===== src/rtl/fp_format_converter_pkg.sv =====
// Shared helpers for IEEE-754-style binary formats.
//   bias()       exponent bias for an exponent field of nx bits
//   fmt_width()  total encoded width {sign, exponent, mantissa}
//   max_int()    larger of two integers, for sizing intermediate fields
//   qnan_bits()  canonical quiet NaN (sign 0) for a format, right-aligned
//                in an FP_MAXW-bit vector
//   rne_up()     round-to-nearest-even increment decision
package fp;

  localparam int FP_MAXW = 128;

  function automatic int bias(input int nx);
    return (1 << (nx - 1)) - 1;
  endfunction

  function automatic int fmt_width(input int nx, input int nm);
    return 1 + nx + nm;
  endfunction

  function automatic int max_int(input int a, input int b);
    return (a > b) ? a : b;
  endfunction

  // Exponent all ones, mantissa MSB (quiet bit) set, rest zero.
  function automatic logic [FP_MAXW-1:0] qnan_bits(input int nx, input int nm);
    logic [FP_MAXW-1:0] r;
    r = '0;
    for (int i = 0; i < nx; i++) begin
      r[nm + i] = 1'b1;
    end
    r[nm - 1] = 1'b1;
    return r;
  endfunction

  // Increment when the guard bit is set and either something below it is
  // nonzero or the kept value is odd (ties go to even).
  function automatic logic rne_up(input logic lsb, input logic guard, input logic sticky);
    return guard & (sticky | lsb);
  endfunction

endpackage


===== src/rtl/fp_format_converter_clz.sv =====
// Leading-zero counter.
//   vec   : N-bit input vector
//   count : number of zeros above the most significant set bit;
//           N when vec is all zeros
module clz_mod #(
  parameter int  N  = 32,
  localparam int CW = $clog2(N + 1)
) (
  input  logic [N-1:0]  vec,
  output logic [CW-1:0] count
);

  // Scan upward; the highest set bit is the last one to overwrite count.
  always_comb begin
    count = CW'(N);
    for (int i = 0; i < N; i++) begin
      if (vec[i]) count = CW'(N - 1 - i);
    end
  end

endmodule


===== src/rtl/fp_format_converter.sv =====
// Floating-point format converter, one register stage.
//   clk, rst_n   : clock (rising edge), async active-low reset
//   in_valid     : in_fp is valid this cycle
//   in_fp        : {sign, exponent[INX], mantissa[INM]}
//   out_valid    : in_valid delayed by one cycle
//   out_fp       : {sign, exponent[ONX], mantissa[ONM]}, held while idle
//   out_inexact  : rounding discarded nonzero bits
//   out_overflow : finite input became infinity
module fp_format_converter
  import fp::*;
#(
  parameter int INX = 8,
  parameter int INM = 23,
  parameter int ONX = 11,
  parameter int ONM = 52
) (
  input  logic             clk,
  input  logic             rst_n,
  input  logic             in_valid,
  input  logic [INX+INM:0] in_fp,
  output logic             out_valid,
  output logic [ONX+ONM:0] out_fp,
  output logic             out_inexact,
  output logic             out_overflow
);

  localparam int IW   = fmt_width(INX, INM);
  localparam int OW   = fmt_width(ONX, ONM);
  localparam int EW   = max_int(INX, ONX) + 2;  // signed working exponent
  localparam int SW   = INM + 1;                // significand incl. hidden bit
  localparam int CW   = $clog2(SW + 1);
  localparam int XW   = ONM + 3;                // hidden, mantissa, guard, sticky
  localparam int AW   = max_int(SW, XW);        // alignment scratch width
  localparam int SUMW = ONM + 2;

  localparam bit SAME_FMT = (INX == ONX) && (INM == ONM);

  localparam logic signed [EW-1:0] BIAS_IN  = EW'(bias(INX));
  localparam logic signed [EW-1:0] BIAS_OUT = EW'(bias(ONX));
  localparam logic signed [EW-1:0] EMAX_S   = EW'((1 << ONX) - 1);
  localparam logic signed [EW-1:0] XW_S     = EW'(XW);
  localparam logic signed [EW-1:0] ONE_S    = EW'(1);
  localparam logic [FP_MAXW-1:0]   QNAN     = qnan_bits(ONX, ONM);

  // Unpack
  logic           sgn;
  logic [INX-1:0] exp_in;
  logic [INM-1:0] man_in;
  logic           exp_zero;
  logic           exp_ones;
  logic [SW-1:0]  sig;
  logic [CW-1:0]  lz;

  assign sgn      = in_fp[IW-1];
  assign exp_in   = in_fp[INX+INM-1 -: INX];
  assign man_in   = in_fp[INM-1:0];
  assign exp_zero = (exp_in == '0);
  assign exp_ones = &exp_in;
  assign sig      = {~exp_zero, man_in};

  // Normal inputs count 0; subnormals count how far the leading one must
  // move to reach the hidden-bit position.
  clz_mod #(.N(SW)) u_clz (
    .vec   (sig),
    .count (lz)
  );

  logic [SW-1:0]          nsig;
  logic [AW-1:0]          al;
  logic [XW-1:0]          ext;
  logic [EW-1:0]          exp_eff;
  logic signed [EW-1:0]   eb;
  logic                   sub;
  logic signed [EW-1:0]   sh_s;
  logic signed [EW-1:0]   sh_c;
  logic [XW-1:0]          shifted;
  logic                   lost;
  logic [XW-1:0]          rnd_in;
  logic [ONM:0]           keep;
  logic                   up;
  logic [SUMW-1:0]        sum;
  logic [ONM-1:0]         man_r;
  logic signed [EW-1:0]   exp_r;
  logic                   ovf;
  logic                   inexact;
  logic [ONM-1:0]         nan_man;
  logic [OW-1:0]          res_fp;
  logic                   res_inx;
  logic                   res_ovf;

  always_comb begin
    // Normalize and rebias. Exponent field 0 behaves as 1 for subnormals.
    nsig    = sig << lz;
    exp_eff = exp_zero ? EW'(1) : EW'(exp_in);
    eb      = signed'(exp_eff) - BIAS_IN - signed'(EW'(lz)) + BIAS_OUT;

    // Left-align into the output grid: everything below the guard bit
    // collapses into sticky.
    al  = AW'(nsig) << (AW - SW);
    ext = {al[AW-1 -: XW-1], |al[AW-XW:0]};

    // Output subnormal: shift right by 1-eb, folding lost bits into sticky.
    sub     = eb[EW-1] || (eb == '0);
    sh_s    = '0;
    sh_c    = '0;
    shifted = '0;
    lost    = 1'b0;
    rnd_in  = ext;
    if (sub) begin
      sh_s    = ONE_S - eb;
      sh_c    = (sh_s > XW_S) ? XW_S : sh_s;
      shifted = ext >> sh_c;
      lost    = |(ext & ~({XW{1'b1}} << sh_c));
      rnd_in  = {shifted[XW-1:1], shifted[0] | lost};
    end

    keep    = rnd_in[XW-1:2];
    inexact = rnd_in[1] | rnd_in[0];
    up      = rne_up(keep[0], rnd_in[1], rnd_in[0]);
    sum     = {1'b0, keep} + SUMW'(up);
    man_r   = sum[ONM-1:0];

    // A carry out of the hidden bit only happens on the normal path; on the
    // subnormal path a set hidden bit means we rounded up to min normal.
    if (sum[ONM+1]) begin
      exp_r = eb + ONE_S;
    end else if (sub) begin
      exp_r = sum[ONM] ? ONE_S : '0;
    end else begin
      exp_r = eb;
    end
    ovf = (exp_r >= EMAX_S);

    // NaN payload left-aligned; narrowing drops the low payload bits.
    nan_man = ONM'({man_in, {ONM{1'b0}}} >> INM);

    res_fp  = '0;
    res_inx = 1'b0;
    res_ovf = 1'b0;
    if (exp_ones) begin
      if (man_in == '0) begin
        res_fp = {sgn, {ONX{1'b1}}, {ONM{1'b0}}};
      end else begin
        res_fp = {sgn, QNAN[ONX+ONM-1:0] | {{ONX{1'b0}}, nan_man}};
      end
    end else if (exp_zero && (man_in == '0)) begin
      res_fp = {sgn, {(OW-1){1'b0}}};
    end else if (ovf) begin
      res_fp  = {sgn, {ONX{1'b1}}, {ONM{1'b0}}};
      res_inx = 1'b1;
      res_ovf = 1'b1;
    end else begin
      res_fp  = {sgn, exp_r[ONX-1:0], man_r};
      res_inx = inexact;
    end

    // Identical formats: keep the bit pattern untouched, signalling NaNs too.
    if (SAME_FMT) begin
      res_fp  = OW'(in_fp);
      res_inx = 1'b0;
      res_ovf = 1'b0;
    end
  end

  always_ff @(posedge clk or negedge rst_n) begin
    if (!rst_n) begin
      out_valid    <= 1'b0;
      out_fp       <= '0;
      out_inexact  <= 1'b0;
      out_overflow <= 1'b0;
    end else begin
      out_valid <= in_valid;
      if (in_valid) begin
        out_fp       <= res_fp;
        out_inexact  <= res_inx;
        out_overflow <= res_ovf;
      end
    end
  end

endmodule


===== config.mk =====
export PLATFORM = sky130hd
export DESIGN_NAME = fp_format_converter
export DESIGN_NICKNAME = d
export VERILOG_FILES = /design/src/rtl/fp_format_converter_pkg.sv /design/src/rtl/fp_format_converter_clz.sv /design/src/rtl/fp_format_converter.sv
export SDC_FILE = /design/constraint.sdc
export NUM_CORES = 1
export LEC_CHECK = 0
export ABC_AREA = 1
export CAP_MARGIN = 20
export CORE_MARGIN = 4
export CORE_UTILIZATION = 52
export CTS_BUF_LIST = sky130_fd_sc_hd__clkbuf_8 sky130_fd_sc_hd__clkbuf_16
export DETAILED_ROUTE_END_ITERATION = 10
export PLACE_DENSITY = 0.83
export SYNTH_ARGS = -nofsm -noshare
export SYNTH_HDL_FRONTEND = slang
export SYNTH_SLANG_ARGS = --single-unit

===== constraint.sdc =====
create_clock -name clk -period 0.8 [get_ports clk]
set_input_delay 0.16 -clock clk [delete_from_list [all_inputs] [get_ports clk]]
set_output_delay 0.16 -clock clk [all_outputs]
set_load 0.03 [all_outputs]

==> metrics.md, run 1 <==
| Metric | Value |
|---|---|
| Synth warn | `0` |
| Area leader, netlist | `dfrtp_1` |
| Top-area cell type share of the netlist area | `38.9%` |
| Post-synthesis cell type count | `34` |
| Initial Util | `between 50% and 60%` |
| Most frequent cell after synthesis | `nand2_1` |
| Routability congestion estimate from global placement | `just over 0.9` |
| H-tree Lvls | `3` |
| Number of synthesized flops with an enable pin | `0` |
| Synth async-reset ratio | `100%` |
| Log Error | `[ERROR DPL-0038] Utilization greater than 100%, impossible to legalize` |
| Pre-CTS setup slack | `-2710 ps` |
| Inst Count DP | `927` |
| Last stage | `global routing` |
| Syn Std Cell Area | `about 4300 um^2` |
| Largest net degree at the start of global routing | `27` |
| Cts bufs inserted | `9` |
| Die Wd | `99.1 um` |
| Primary FF master, synth | `dfrtp_1` |
| Mean Syn Cell Area | `6.71 um^2` |
| Clock sink total | `between 60 and 70` |
| Chip height | `99.1 um` |
| Seq/Total Area, Yosys | `between 30% and 40%` |
| IO Count | `approximately 100` |
| Top post-synthesis cells by area | `dfrtp_1 39%, nand2_1 17%, nand3_1 9.5%, inv_1 7.7%, nor2_1 7.1%` |
| Commonest cells post-synth | `198 x nand2_1, 89 x inv_1, 82 x nand3_1, 82 x nor2_1, 67 x dfrtp_1` |
| # rows | `32` |
| CTS Root Buffer Type | `clkbuf_8` |
| Yosys reg bits | `67` |
| HPWL Detailed | `about 10000 um` |
| Syn Inst Count | `643` |
| Port Buf Inserts | `between 100 and 150` |
| Status | `did not finish` |
| Max clock buf depth | `2` |
| WEP type | `register data pin` |
| Post-GRT worst EP | `out_fp[60]$_DFFE_PN0P_/D` |
## metrics by stage
stage                     util [%]  hold WS (ps)  cell area [um^2]
after CTS                     94.7           156              7470
after detailed placement      77.4          67.7              6100
after floorplan                  -          -136              4440
after global placement        77.4          59.1              6100
## repair_timing
| action | CTS |
|---|---|
| setup endpoints to repair | 101 |
| endpoints found under the hold margin | 56 |
| hold buffers | 1 |
| resized for setup | 230 |
| pin swaps | 79 |
| gates cloned | 2 |
| setup buffers | 78 |
## logic make-up after synthesis
logic type / share of synthesized area (%)
AOI/OAI and AO/OA: 9.20
xor gates and xnor gates: 0.406
adders and majority gates: 4.24
buffers and inverters: 11.1
DFF: 38.9
other: 0.0869
and+or+nand+nor: 36.1
==> inputs of run 2 (changes only) <==
- CORE_UTILIZATION: 52 -> 40
- CTS_BUF_LIST: sky130_fd_sc_hd__clkbuf_8 sky130_fd_sc_hd__clkbuf_16 -> default
- PLACE_DENSITY: 0.83 -> default
- PLACE_DENSITY_LB_ADDON: default -> 0.15
==> metrics.md, run 2 <==
| Metric | Value |
|---|---|
| Status | `finished, violations left` |
| Violated checks | `setup timing` |
| Area grow syn2layout | `97.4%` |
| Most frequent cells in the layout | `157 x buf_4, 143 x nand2_1, 87 x buf_6` |
| Cts bufs inserted | `9` |
| Post-DRT Antenna Nets | `0` |
| FF-to-FF path depth | `4` |
| Startpoint type of the worst setup path | `input pin` |
| IO Count | `between 100 and 150` |
| Number of synthesized flops with an enable pin | `0` |
| Crit end category | `flip-flop` |
| Number of DRC markers in iteration 0 | `334` |
| Tmin final | `2930 ps` |
| Clock sink total | `67` |
| Mean Syn Cell Area | `6.71 um^2` |
| Final WS setup | `-2130 ps` |
| # rows | `37` |
| Total core area | `approximately 10000 um^2` |
| Initial antenna violation count | `0` |
| Full die area | `12500 um^2` |
| RSZ-0062 raised after global routing | `true` |
| Vias in the first global route | `5319` |
| Drt wl/cell | `~16 um` |
| Ratio of cells with drive above 1 in the final layout | `roughly 52%` |
| Worst VDD drop | `roughly 1.0 mV` |
| DR vias | `between 5k and 6k` |
| Largest register by flop count | `out_fp` |
| Die Wd | `between 100 and 150 um` |
| Chip height | `~110 um` |
| Critical Path RT | `approximately 1100 ps` |
| CP startpoint | `in_fp[14]` |
| Antenna Cells | `0` |
| Commonest non-fill, non-tap cell in the layout | `buf_4` |
| Final wirelength | `approximately 17000 um` |
| Clock transition at path regs | `roughly 80 ps` |
| GR Overflow Total | `0` |
| Leak | `approximately 4.3 nW` |
| Commonest cells post-synth | `198 x nand2_1, 89 x inv_1, 82 x nand3_1, 82 x nor2_1, 67 x dfrtp_1` |
| Seq/Total Area, Yosys | `between 30% and 40%` |
| Syn Std Cell Area | `approximately 4300 um^2` |
| Area leader, netlist | `dfrtp_1` |
| Flip-flop count of the largest register after layout | `64` |
| Setup crit end | `out_fp[60]` |
| Hold Fails Final Rpt | `0` |
| # setup viols final | `around 100` |
| Routability congestion estimate from global placement | `0.843` |
| Inst Count DP | `between 900 and 1k` |
| Fin area | `8510 um^2` |
| Initial Util | `41.4%` |
| Max Slew Vio Count | `0` |
| # DRC | `0` |
| Worst Hold Class | `in2async` |
| Top-area cell type share of the netlist area | `between 30% and 40%` |
| GR Util All Layers | `23.6%` |
| Vias/cell | `5.06` |
| Largest net degree at the start of global routing | `28` |
| Reg-to-Reg End | `out_fp[54]` |
| R2R Path Start | `out_fp[54]` |
| Critical path peak fanout | `3` |
| Top post-synthesis cells by area | `dfrtp_1 39%, nand2_1 17%, nand3_1 9.5%, inv_1 7.7%, nor2_1 7.1%` |
| Nets | `976` |
| Clk_skew | `0 ps` |
| R2R Setup Slk | `-220 ps` |
| Post-synthesis cell type count | `34` |
| CTS Root Buffer Type | `clkbuf_8` |
| HPWL Detailed | `approximately 10000 um` |
| Max Clk Rate | `341 MHz` |
| Synth async-reset ratio | `between 90% and 100%` |
| Primary FF master, synth | `dfrtp_1` |
| First-pass GRT wire length | `roughly 25000 um` |
| Yosys reg bits | `67` |
| Max cap viols | `0` |
| Synth warn | `0` |
| PD cells | `1280 nW/um^2` |
| H-tree Lvls | `3` |
| CTS tree | `built` |
| Post-DP Area | `approximately 6300 um^2` |
| Setup CP Type | `in2reg` |
| Worst-Skew Late Latency | `350 ps` |
| Critical path data arrival time | `between 3000 and 4000 ps` |
| Syn Inst Count | `between 600 and 700` |
| Final Cycle Share | `367%` |
| Non-Filler Instances | `1068` |
| Port Buf Inserts | `between 100 and 150` |
| Max clock buf depth | `2` |
| Most frequent cell after synthesis | `nand2_1` |
| Initial DRT Pass Iterations | `4` |
## run 2: cell counts after synthesis
No cell type changed its count.
## run 2: critical path, stage by stage
cell             delay (ps)
clkdlybuf4s50_1         500
nor2_2                   50
nand2_1                  80
nor2_1                   40
buf_4                   140
a21oi_4                 160
inv_4                    50
ha_4                    270
ha_4                    210
a21oi_4                 170
o31ai_4                 110
nand2_2                 100
nand2_2                  70
a21oi_2                 160
nor2_1                   90
nor2_1                  210
nor2_1                   80
nor2_1                  140
nor2_1                   80
nor2_1                  120
nand2_1                  70
a21oi_2                 130
## run 2: power by group
part           internal, mW  switching, mW  total [mW]
clock network          1.78           1.41        3.19
logic                  1.93           1.97        3.91
registers              3.60          0.204        3.81
## run 2: layer usage
layer  GRT usage (%)  share of wire [%]  vias up
li1                -                  -     2600
met1            27.9                 39     2579
met2            43.3                 54      176
met3            3.97                4.0       50
met4            7.54                3.4        0
met5               0                  0        -
## run 2: final cells by class
class,count,area [um^2]
multi-input combinational,458,3120
timing repair buffer,297,2940
fill,640,1900
sequential,67,1680
inverter,94,384
tap,136,170
clock buffer,9,124
clock inverter,7,98.8
## run 2: metrics by stage
stage / TNS, ps / setup slack [ps] / hold slack [ps] / power (mW) / utilization [%]
final: -70790 / -2130 / 218 / 10.9 / 81.7
after detailed placement: -76910 / -2630 / 56.9 / 6.57 / 60.4
after global routing: -80670 / -2220 / 236 / 11.4 / 81.7
after CTS: -66260 / -1880 / 222 / 10.3 / 73.1
after floorplan: -49420 / -2380 / -136 / 5.14 / -
after global placement: -76210 / -2570 / 49.0 / 6.52 / 60.4
## run 2: worst min-delay path by stage
stage               start         end  slack (ps)  cells after the start
global route        rst_n  out_fp[39]         240                      2
detailed placement  rst_n  out_fp[39]          60                      1
finish              rst_n  out_fp[39]         220                      2
global placement    rst_n  out_fp[44]          50                      1
floorplan           rst_n   out_fp[0]        -140                      0
CTS                 rst_n  out_fp[39]         220                      2
## run 2: kinds of logic after synthesis
logic type / Yosys count / share of synthesized area, %
buffers and inverters: 120 / 11.1
and+or+nand+nor: 374 / 36.1
adders and majority gates: 14 / 4.24
xor gates and xnor gates: 2 / 0.406
other: 1 / 0.0869
AOI/OAI and AO/OA: 65 / 9.20
DFF: 67 / 38.9
## run 2: repair_timing
item | CTS | global route
setup buffers | 56 | 40
pin swaps | 83 | 119
hold buffers | 1 | 0
endpoints found under the hold margin | 67 | 0
gates resized for setup | 236 | 169
endpoints found under the setup margin | 101 | 101
cloned | 3 | 1
(Power assumes the default switching activity.)
==> inputs of run 3 (changes only) <==
- CTS_BUF_LIST: default -> sky130_fd_sc_hd__clkbuf_8
==> results of run 3 <==
The final DEF is identical to that of run 2; final timing and power are the same.
